**src/rtl/pc_redirect_unit.sv**
```systemverilog
// -----------------------------------------------------------------------------
// pc_redirect_unit
//
// Owns the program counter and drives instruction-fetch requests over a
// valid/ready handshake. Taken branches/jumps from execute redirect fetch,
// raise a one-cycle flush and toggle the fetch epoch so IF/ID can drop
// wrong-path instructions. A misaligned redirect target raises a one-cycle
// misalign exception and parks fetch until the trap handler vector arrives.
//
// Configuration macro:
//   PC_RVC_EN  defined   -> compressed support, only target_addr[0] must be 0
//              undefined -> target_addr[1:0] must be 0
//
// Ports:
//   clk, rst_n     clock (rising edge), asynchronous active-low reset
//   ex_valid       execute-stage instruction valid
//   branch_e       conditional branch taken
//   jump_e         unconditional jump
//   target_addr    redirect target
//   stall          hazard stall, suppresses new fetch requests
//   fetch_req      fetch request valid
//   fetch_addr     fetch address (the PC)
//   fetch_ready    memory accepts the request this cycle
//   fetch_epoch    epoch tag, toggles on every redirect
//   flush          one-cycle pulse killing IF/ID
//   misalign_exc   one-cycle pulse on a misaligned redirect target
//   misalign_addr  offending target, held until the next exception
//   trap_ack       trap handler vector valid
//   trap_vector    new PC after a trap
// -----------------------------------------------------------------------------
module pc_redirect_unit #(
  parameter int              XLEN         = 32,
  parameter logic [XLEN-1:0] RESET_VECTOR = {XLEN{1'b0}}
) (
  input  logic            clk,
  input  logic            rst_n,
  input  logic            ex_valid,
  input  logic            branch_e,
  input  logic            jump_e,
  input  logic [XLEN-1:0] target_addr,
  input  logic            stall,
  output logic            fetch_req,
  output logic [XLEN-1:0] fetch_addr,
  input  logic            fetch_ready,
  output logic            fetch_epoch,
  output logic            flush,
  output logic            misalign_exc,
  output logic [XLEN-1:0] misalign_addr,
  input  logic            trap_ack,
  input  logic [XLEN-1:0] trap_vector
);

  typedef enum logic [2:0] {
    ST_BOOT      = 3'd0,
    ST_RUN       = 3'd1,
    ST_PENDING   = 3'd2,  // redirect waiting for the held request to be accepted
    ST_TRAP      = 3'd3,  // fetch parked until trap_ack
    ST_TRAP_HOLD = 3'd4   // trap decided, held request still outstanding
  } state_t;

  localparam logic [XLEN-1:0] PC_STEP = XLEN'(32'd4);

  state_t          state_r;
  logic [XLEN-1:0] pc_r;
  logic [XLEN-1:0] pending_r;
  logic            req_hold_r;
  logic            flush_r;
  logic            epoch_r;
  logic            misalign_exc_r;
  logic [XLEN-1:0] misalign_addr_r;

  logic fetch_req_s;
  logic accept_s;
  logic held_s;
  logic take_s;
  logic misalign_s;
  logic redirect_s;

  // Redirect target alignment check; compressed builds only need halfword alignment.
  function automatic logic is_misaligned(input logic [XLEN-1:0] addr);
`ifdef PC_RVC_EN
    return addr[0];
`else
    return |addr[1:0];
`endif
  endfunction

  // Request valid and handshake qualifiers derived from the current state.
  always_comb begin
    fetch_req_s = 1'b0;
    case (state_r)
      // Once presented, a request is held regardless of stall.
      ST_RUN:                   fetch_req_s = req_hold_r | ~stall;
      ST_PENDING, ST_TRAP_HOLD: fetch_req_s = 1'b1;
      default:                  fetch_req_s = 1'b0;
    endcase
    accept_s   = fetch_req_s & fetch_ready;
    held_s     = fetch_req_s & ~fetch_ready;
    // Takes are only honoured while fetch is live; a trap in flight ignores them.
    take_s     = ((state_r == ST_RUN) | (state_r == ST_PENDING)) & ex_valid & (branch_e | jump_e);
    misalign_s = is_misaligned(target_addr);
    redirect_s = trap_ack | take_s;
  end

  // PC, redirect state machine and registered pulse outputs.
  always_ff @(posedge clk or negedge rst_n) begin
    if (!rst_n) begin
      state_r         <= ST_BOOT;
      pc_r            <= RESET_VECTOR;
      pending_r       <= {XLEN{1'b0}};
      req_hold_r      <= 1'b0;
      flush_r         <= 1'b0;
      epoch_r         <= 1'b0;
      misalign_exc_r  <= 1'b0;
      misalign_addr_r <= {XLEN{1'b0}};
    end else begin
      flush_r        <= redirect_s;
      epoch_r        <= epoch_r ^ redirect_s;
      misalign_exc_r <= 1'b0;
      req_hold_r     <= held_s;
      if (trap_ack) begin
        // An outstanding request must complete at its old address first.
        if (held_s) begin
          pending_r <= trap_vector;
          state_r   <= ST_PENDING;
        end else begin
          pc_r    <= trap_vector;
          state_r <= ST_RUN;
        end
      end else if (take_s && misalign_s) begin
        // PC is left alone; the trap handler supplies the next fetch address.
        misalign_exc_r  <= 1'b1;
        misalign_addr_r <= target_addr;
        state_r         <= held_s ? ST_TRAP_HOLD : ST_TRAP;
      end else if (take_s) begin
        if (held_s) begin
          pending_r <= target_addr;
          state_r   <= ST_PENDING;
        end else begin
          pc_r    <= target_addr;
          state_r <= ST_RUN;
        end
      end else begin
        case (state_r)
          ST_BOOT: state_r <= ST_RUN;
          ST_RUN: begin
            if (accept_s) begin
              pc_r <= pc_r + PC_STEP;
            end else begin
              pc_r <= pc_r;
            end
          end
          ST_PENDING: begin
            if (accept_s) begin
              pc_r    <= pending_r;
              state_r <= ST_RUN;
            end else begin
              state_r <= ST_PENDING;
            end
          end
          ST_TRAP_HOLD: begin
            if (accept_s) begin
              state_r <= ST_TRAP;
            end else begin
              state_r <= ST_TRAP_HOLD;
            end
          end
          ST_TRAP: state_r <= ST_TRAP;
          default: state_r <= ST_BOOT;
        endcase
      end
    end
  end

  assign fetch_req     = fetch_req_s;
  assign fetch_addr    = pc_r;
  assign fetch_epoch   = epoch_r;
  assign flush         = flush_r;
  assign misalign_exc  = misalign_exc_r;
  assign misalign_addr = misalign_addr_r;

endmodule

```
**config.mk**
```make
export PLATFORM = sky130hd
export DESIGN_NAME = pc_redirect_unit
export DESIGN_NICKNAME = d
export VERILOG_FILES = /design/src/rtl/pc_redirect_unit.sv
export SDC_FILE = /design/constraint.sdc
export NUM_CORES = 1
export LEC_CHECK = 0
export CORE_AREA = 5 5 118 120
export DETAILED_ROUTE_END_ITERATION = 6
export DIE_AREA = 0 0 123 125
export GPL_TIMING_DRIVEN = 0
export PLACE_DENSITY = 0.76
export SETUP_SLACK_MARGIN = 0.1
export SKIP_CTS_REPAIR_TIMING = 1
export SLEW_MARGIN = 30
export SYNTH_ARGS = -nofsm -noshare
export SYNTH_HDL_FRONTEND = slang
export SYNTH_SLANG_ARGS = --single-unit
```
**constraint.sdc**
```tcl
create_clock -name clk -period 2.15 [get_ports clk]
set_input_delay 0.3225 -clock clk [delete_from_list [all_inputs] [get_ports clk]]
set_output_delay 0.3225 -clock clk [all_outputs]
set_load 0.03 [all_outputs]
```
### Yosys cells after proc, flatten, opt, wreduce, memory -nomap -nowiden

Cells that the tools add are included.

| storage, ports and cells | value |
|---|---|
| bits in registers | 103 |
| input port bits | 72 |
| output and inout bits | 68 |
| logic and storage cells | 64 |

| operators by class | value |
|---|---|
| add/sub/neg operators | 1 |
| equality and inequality tests | 10 |
| mux-type cells | 24 |
| bitwise logic cells | 12 |
| reductions and logical operators | 9 |

Operators by type and width:

| cell | count |
|---|---|
| $mux 32 | 12 |
| $pmux 32 s2 | 1 |
| $add 32x3->32 const B | 1 |
| $mux 3 | 5 |
| $pmux 3 s5 | 1 |
| $ne 4x4->1 const B | 2 |
| $eq 3x2->1 const B | 2 |
| $ne 2x2->1 const B | 3 |
| $reduce_and 6->1 | 1 |
| $and 1x1->1 | 4 |
| $mux 2 | 2 |
| $ne 4x3->1 const B | 1 |
| $or 1x1->1 | 4 |
| $reduce_bool 4->1 | 1 |
| $reduce_or 2->1 | 2 |
| $eq 3x1->1 const B | 1 |
| $eq 3x3->1 const B | 1 |
| $logic_not 3->1 | 1 |
| $not 1->1 | 3 |
| $reduce_and 3->1 | 1 |
| $mux 1 | 2 |
| $pmux 1 s2 | 1 |
| $reduce_and 2->1 | 1 |
| $reduce_bool 2->1 | 1 |
| other kinds (2) | 2 |

### Logic depth before layout (Yosys ltp)

| logic depth | value |
|---|---|
| depth after elaboration | 9 |
| gate-level depth with buffers | 10 |
| gate-level depth less buffers | 7 |

### Worst setup path after synthesis

OpenSTA, ideal clock, no wires.

| timing path | value |
|---|---|
| path kind | register -> register |
| from | reg pc_r[2], in the netlist fetch_addr[2] |
| to | reg pc_r[30], in the netlist fetch_addr[30] |
| library setup time | 0.129 ns |
| arrival | 2.120 ns |
| required time | 2.021 ns |
| path slack | -0.099 ns |
| cell stages (with the launch flop) | 8 |
| buffers on the path | 0 |
| clock period less this slack | 2.249 ns |
| path through | dfrtp_1 ha_1 nand2_1 nor4_1 nand4_1 or3_1 o211ai_1 a21oi_1 |

| on the way | value |
|---|---|
| cells in the longest elaborated chain, start to end | 6 |

RTL lines:

| item | RTL line | RTL |
|---|---|---|
| start, declared | 64 | `logic [XLEN-1:0] pc_r;` |
| start signal, assigned | 127 | `pc_r <= trap_vector;` |
| start signal, assigned | 140 | `pc_r <= target_addr;` |
| start signal, assigned | 148 | `pc_r <= pc_r + PC_STEP;` |
| $add 32x3->32 | 148 |  |
| $mux 32 | 147 | `if (accept_s) begin` |
| $pmux 32 s2 | 144 | `case (state_r)` |
| $mux 32 | 135 | `end else if (take_s) begin` |
| $mux 32 | 130 | `end else if (take_s && misalign_s) begin` |
| $mux 32 | 121 | `if (trap_ack) begin` |

Every way passes these cells. The select of a mux whose other input is x is not followed.
A chain may end at the register's enable or synchronous reset.

### Worst setup path after layout

| timing path | value |
|---|---|
| from | reg pc_r[12], in the netlist fetch_addr[12] |
| to | reg pc_r[24], in the netlist fetch_addr[24] |

The elaborated chain is that of the path after synthesis.

==> impl_metrics.tcl <==
set metrics [dict create \
    finalSetupViolations 0 \
    fin_crit_ps 2150 \
    arrival_ps 2390 \
    drc_errors 0 \
    wl_mm 19.8 \
    cts_tree "yes" \
    syn_area_per_cell_um2 9.41 \
    relSlewSlack_pct 42.0 \
    syn_inst 595 \
    portBuffers 138 \
    synth_ff_type "dfrtp_1" \
    cts_buffer_depth 2 \
    p_leak_nw 3.31 \
    syn_area_um2 5600 \
    r2r-end "fetch_addr[24]$_DFFE_PN0P_" \
    viasPerCell 6.03 \
    layout-drive-gt1-share_pct 22.8 \
    clock_latency_ps 360 \
    hold_slack_ps 452 \
    dr.pass1.iters 5 \
    finalSetupTns_ps 0 \
    gp_congestion 0.891 \
    synth_nets 668 \
    rows 42 \
    antenna_left 0 \
    rrSetupSlack_ps 3 \
    outcome "complete, no violations" \
    slew_viol_final 0 \
    syn_to_final_growth_pct 47.7 \
    fp.dieW_um 123 \
    start_kind "register" \
    rr_startpoint "fetch_addr[12]$_DFFE_PN0P_" \
    hold_viol 0 \
    nNetsFinal 846 \
    crit_required_ps 2400 \
    grt_use_total_pct 25.0 \
    vias 5753 \
    fin_skew_ps 4.83 \
    final_common_cell "clkdlybuf4s50_1" \
    synthTopCellsByArea "dfrtp_1 (46%), mux2_2 (6.6%), a21oi_1 (5.0%)" \
    max_clock_freq_mhz 466 \
    path_max_fanout 4 \
    diodes 0 \
    grt_pass1_vias 5757 \
    cts.sinks 103 \
    post-dp-hpwl_mm 13.5 \
    worstMarginPinSlew_ps 871 \
    post_drt_wl_per_cell_um 20.7 \
    grt-ovfl-total 0 \
    dieHeight_um 125 \
    cts_max_level 3 \
    final_cell_mix "clkdlybuf4s50_1 (136), dfrtp_1 (86), nor2_1 (64), nand2_1 (55), a21oi_1 (54)" \
    ys_ff_latch 103 \
    antenna_found_initial 0 \
    cts_buffers 9 \
    worstSetupStartpoint "fetch_addr[12]$_DFFE_PN0P_" \
    core_um2 12900 \
    end_kind "register" \
    synth_edf_count 0 \
    hp-class "input pin to asynchronous set/reset pin" \
    power_density_nw_per_um2 1430 \
    rsz0062_at_grt "true" \
    grt_max_degree 61 \
    die_area_um2 15400 \
    cts-root-buf "clkbuf_16" \
    yosys.area.top_type "dfrtp_1" \
    finalCritPeriodShare_pct 99.8 \
    initial_core_util_pct 43.5 \
    first_iter_violations 666 \
    grt_first_pass_wirelength_mm 30.1 \
    io_pins 140 \
    maxCapViolations 0 \
    max-vdd-ir-drop_v 0.000896 \
    yosysUniqueCellTypes 54 \
    yosysTopAreaCellShare_pct 46.0 \
    r2r_cells 6 \
    criticalPathCategory "register to register" \
    async_flop_share_pct 100 \
    cp-endpoint "fetch_addr[24]$_DFFE_PN0P_" \
    yosysWarningCount 0 \
    path_clk_slew_ps 70 \
    yosysSeqAreaShare_pct 46.0 \
]
==> flip-flops by register name (all words and copies together) (netlist names) <==
| register | count |
|---|---|
| req_hold_r | 1 |
| state_r | 3 |
| flush | 1 |
| pending_r | 32 |
| misalign_exc | 1 |
| misalign_addr | 32 |
| fetch_addr | 32 |
| fetch_epoch | 1 |
==> routing by layer <==
| layer | routed length (µm) | GRT usage [%] | up-vias |
|---|---|---|---|
| met1 | 7770 | 31.8 | 2834 |
| met5 | 0 | 0 | - |
| met2 | 9490 | 40.6 | 326 |
| met3 | 1780 | 5.37 | 63 |
| met4 | 747 | 11.2 | 0 |
| li1 | - | - | 2530 |
==> critical path, cell delays in order (launching register included) <==
cell     delay (ps)
dfrtp_2         420
nand4_4         160
or4_4           590
nor4_4          380
buf_4           190
a31oi_1          70
o22a_1          230
==> metrics by stage <==
stage / util (%) / setup WS, ps / total power, mW / std cells / area [µm²]
final: 64.2 / 3.29 / 11.8 / 954 / 8270
after global routing: 64.2 / -49.5 / 12.4 / 954 / 8270
after CTS: 58.9 / -593 / 11.0 / 926 / 7590
after detailed placement: 56.4 / -952 / 9.07 / 910 / 7260
after global placement: 56.1 / -3680 / 8.89 / 909 / 7230
after floorplan: - / 69.9 / 6.81 / 595 / 5630
==> synth_stat cells, types with 5 or more instances <==
cell         n
mux2_2      33
nand2b_1     8
a21oi_1     56
a211oi_1    13
and3_1       5
clkbuf_1    26
nand4_1      5
o21ai_0     42
nand3_1     18
mux2i_1     26
xnor2_1     13
a31oi_1      9
nor2_1      67
nor4_1       6
a221oi_1    16
o211ai_1     7
buf_1        5
a22oi_1      6
nor3_1       7
or3_1        6
inv_1        6
o2bb2ai_1    6
dfrtp_1    103
xor2_1       8
nand2_1     56
buf_2       10
==> report_power, final <==
group	switching (mW)	internal, mW	total (mW)
registers	0.856	2.90	3.75
clock network	0.741	1.14	1.88
logic	3.38	2.80	6.17
total	4.97	6.83	11.8
==> cell families after synthesis <==
group                    synth area share [%]
AND/OR/NAND/NOR                          16.6
buffers and inverters                    3.44
multiplexers                             11.3
XOR/XNOR                                 3.28
adder cells (fa/ha/maj)                 0.223
AO/OA/AOI/OAI                            19.2
flip-flops                               46.0
==> worst min path at each step <==
stage	startpoint	to	slack (ps)	depth (start not counted)
after floorplan	rst_n	fetch_addr[0]$_DFFE_PN0P_	30	0
final	rst_n	pending_r[27]$_DFFE_PN0P_	450	2
after global routing	rst_n	pending_r[27]$_DFFE_PN0P_	520	2
after global placement	fetch_epoch$_DFF_PN0_	fetch_epoch$_DFF_PN0_	460	1
after detailed placement	rst_n	misalign_addr[27]$_DFFE_PN0P_	280	1
after CTS	rst_n	misalign_addr[27]$_DFFE_PN0P_	-100	1
==> area by class of cell <==
class,count,area [µm²]
inverter,7,30.0
clock buffer,12,236
buffer,40,317
sequential,103,2600
multi-input combinational,444,3130
timing repair buffer,168,1640
fill,1036,4610
tap,176,220
clock inverter,4,95.1
Power figures use the tool's default switching activity.
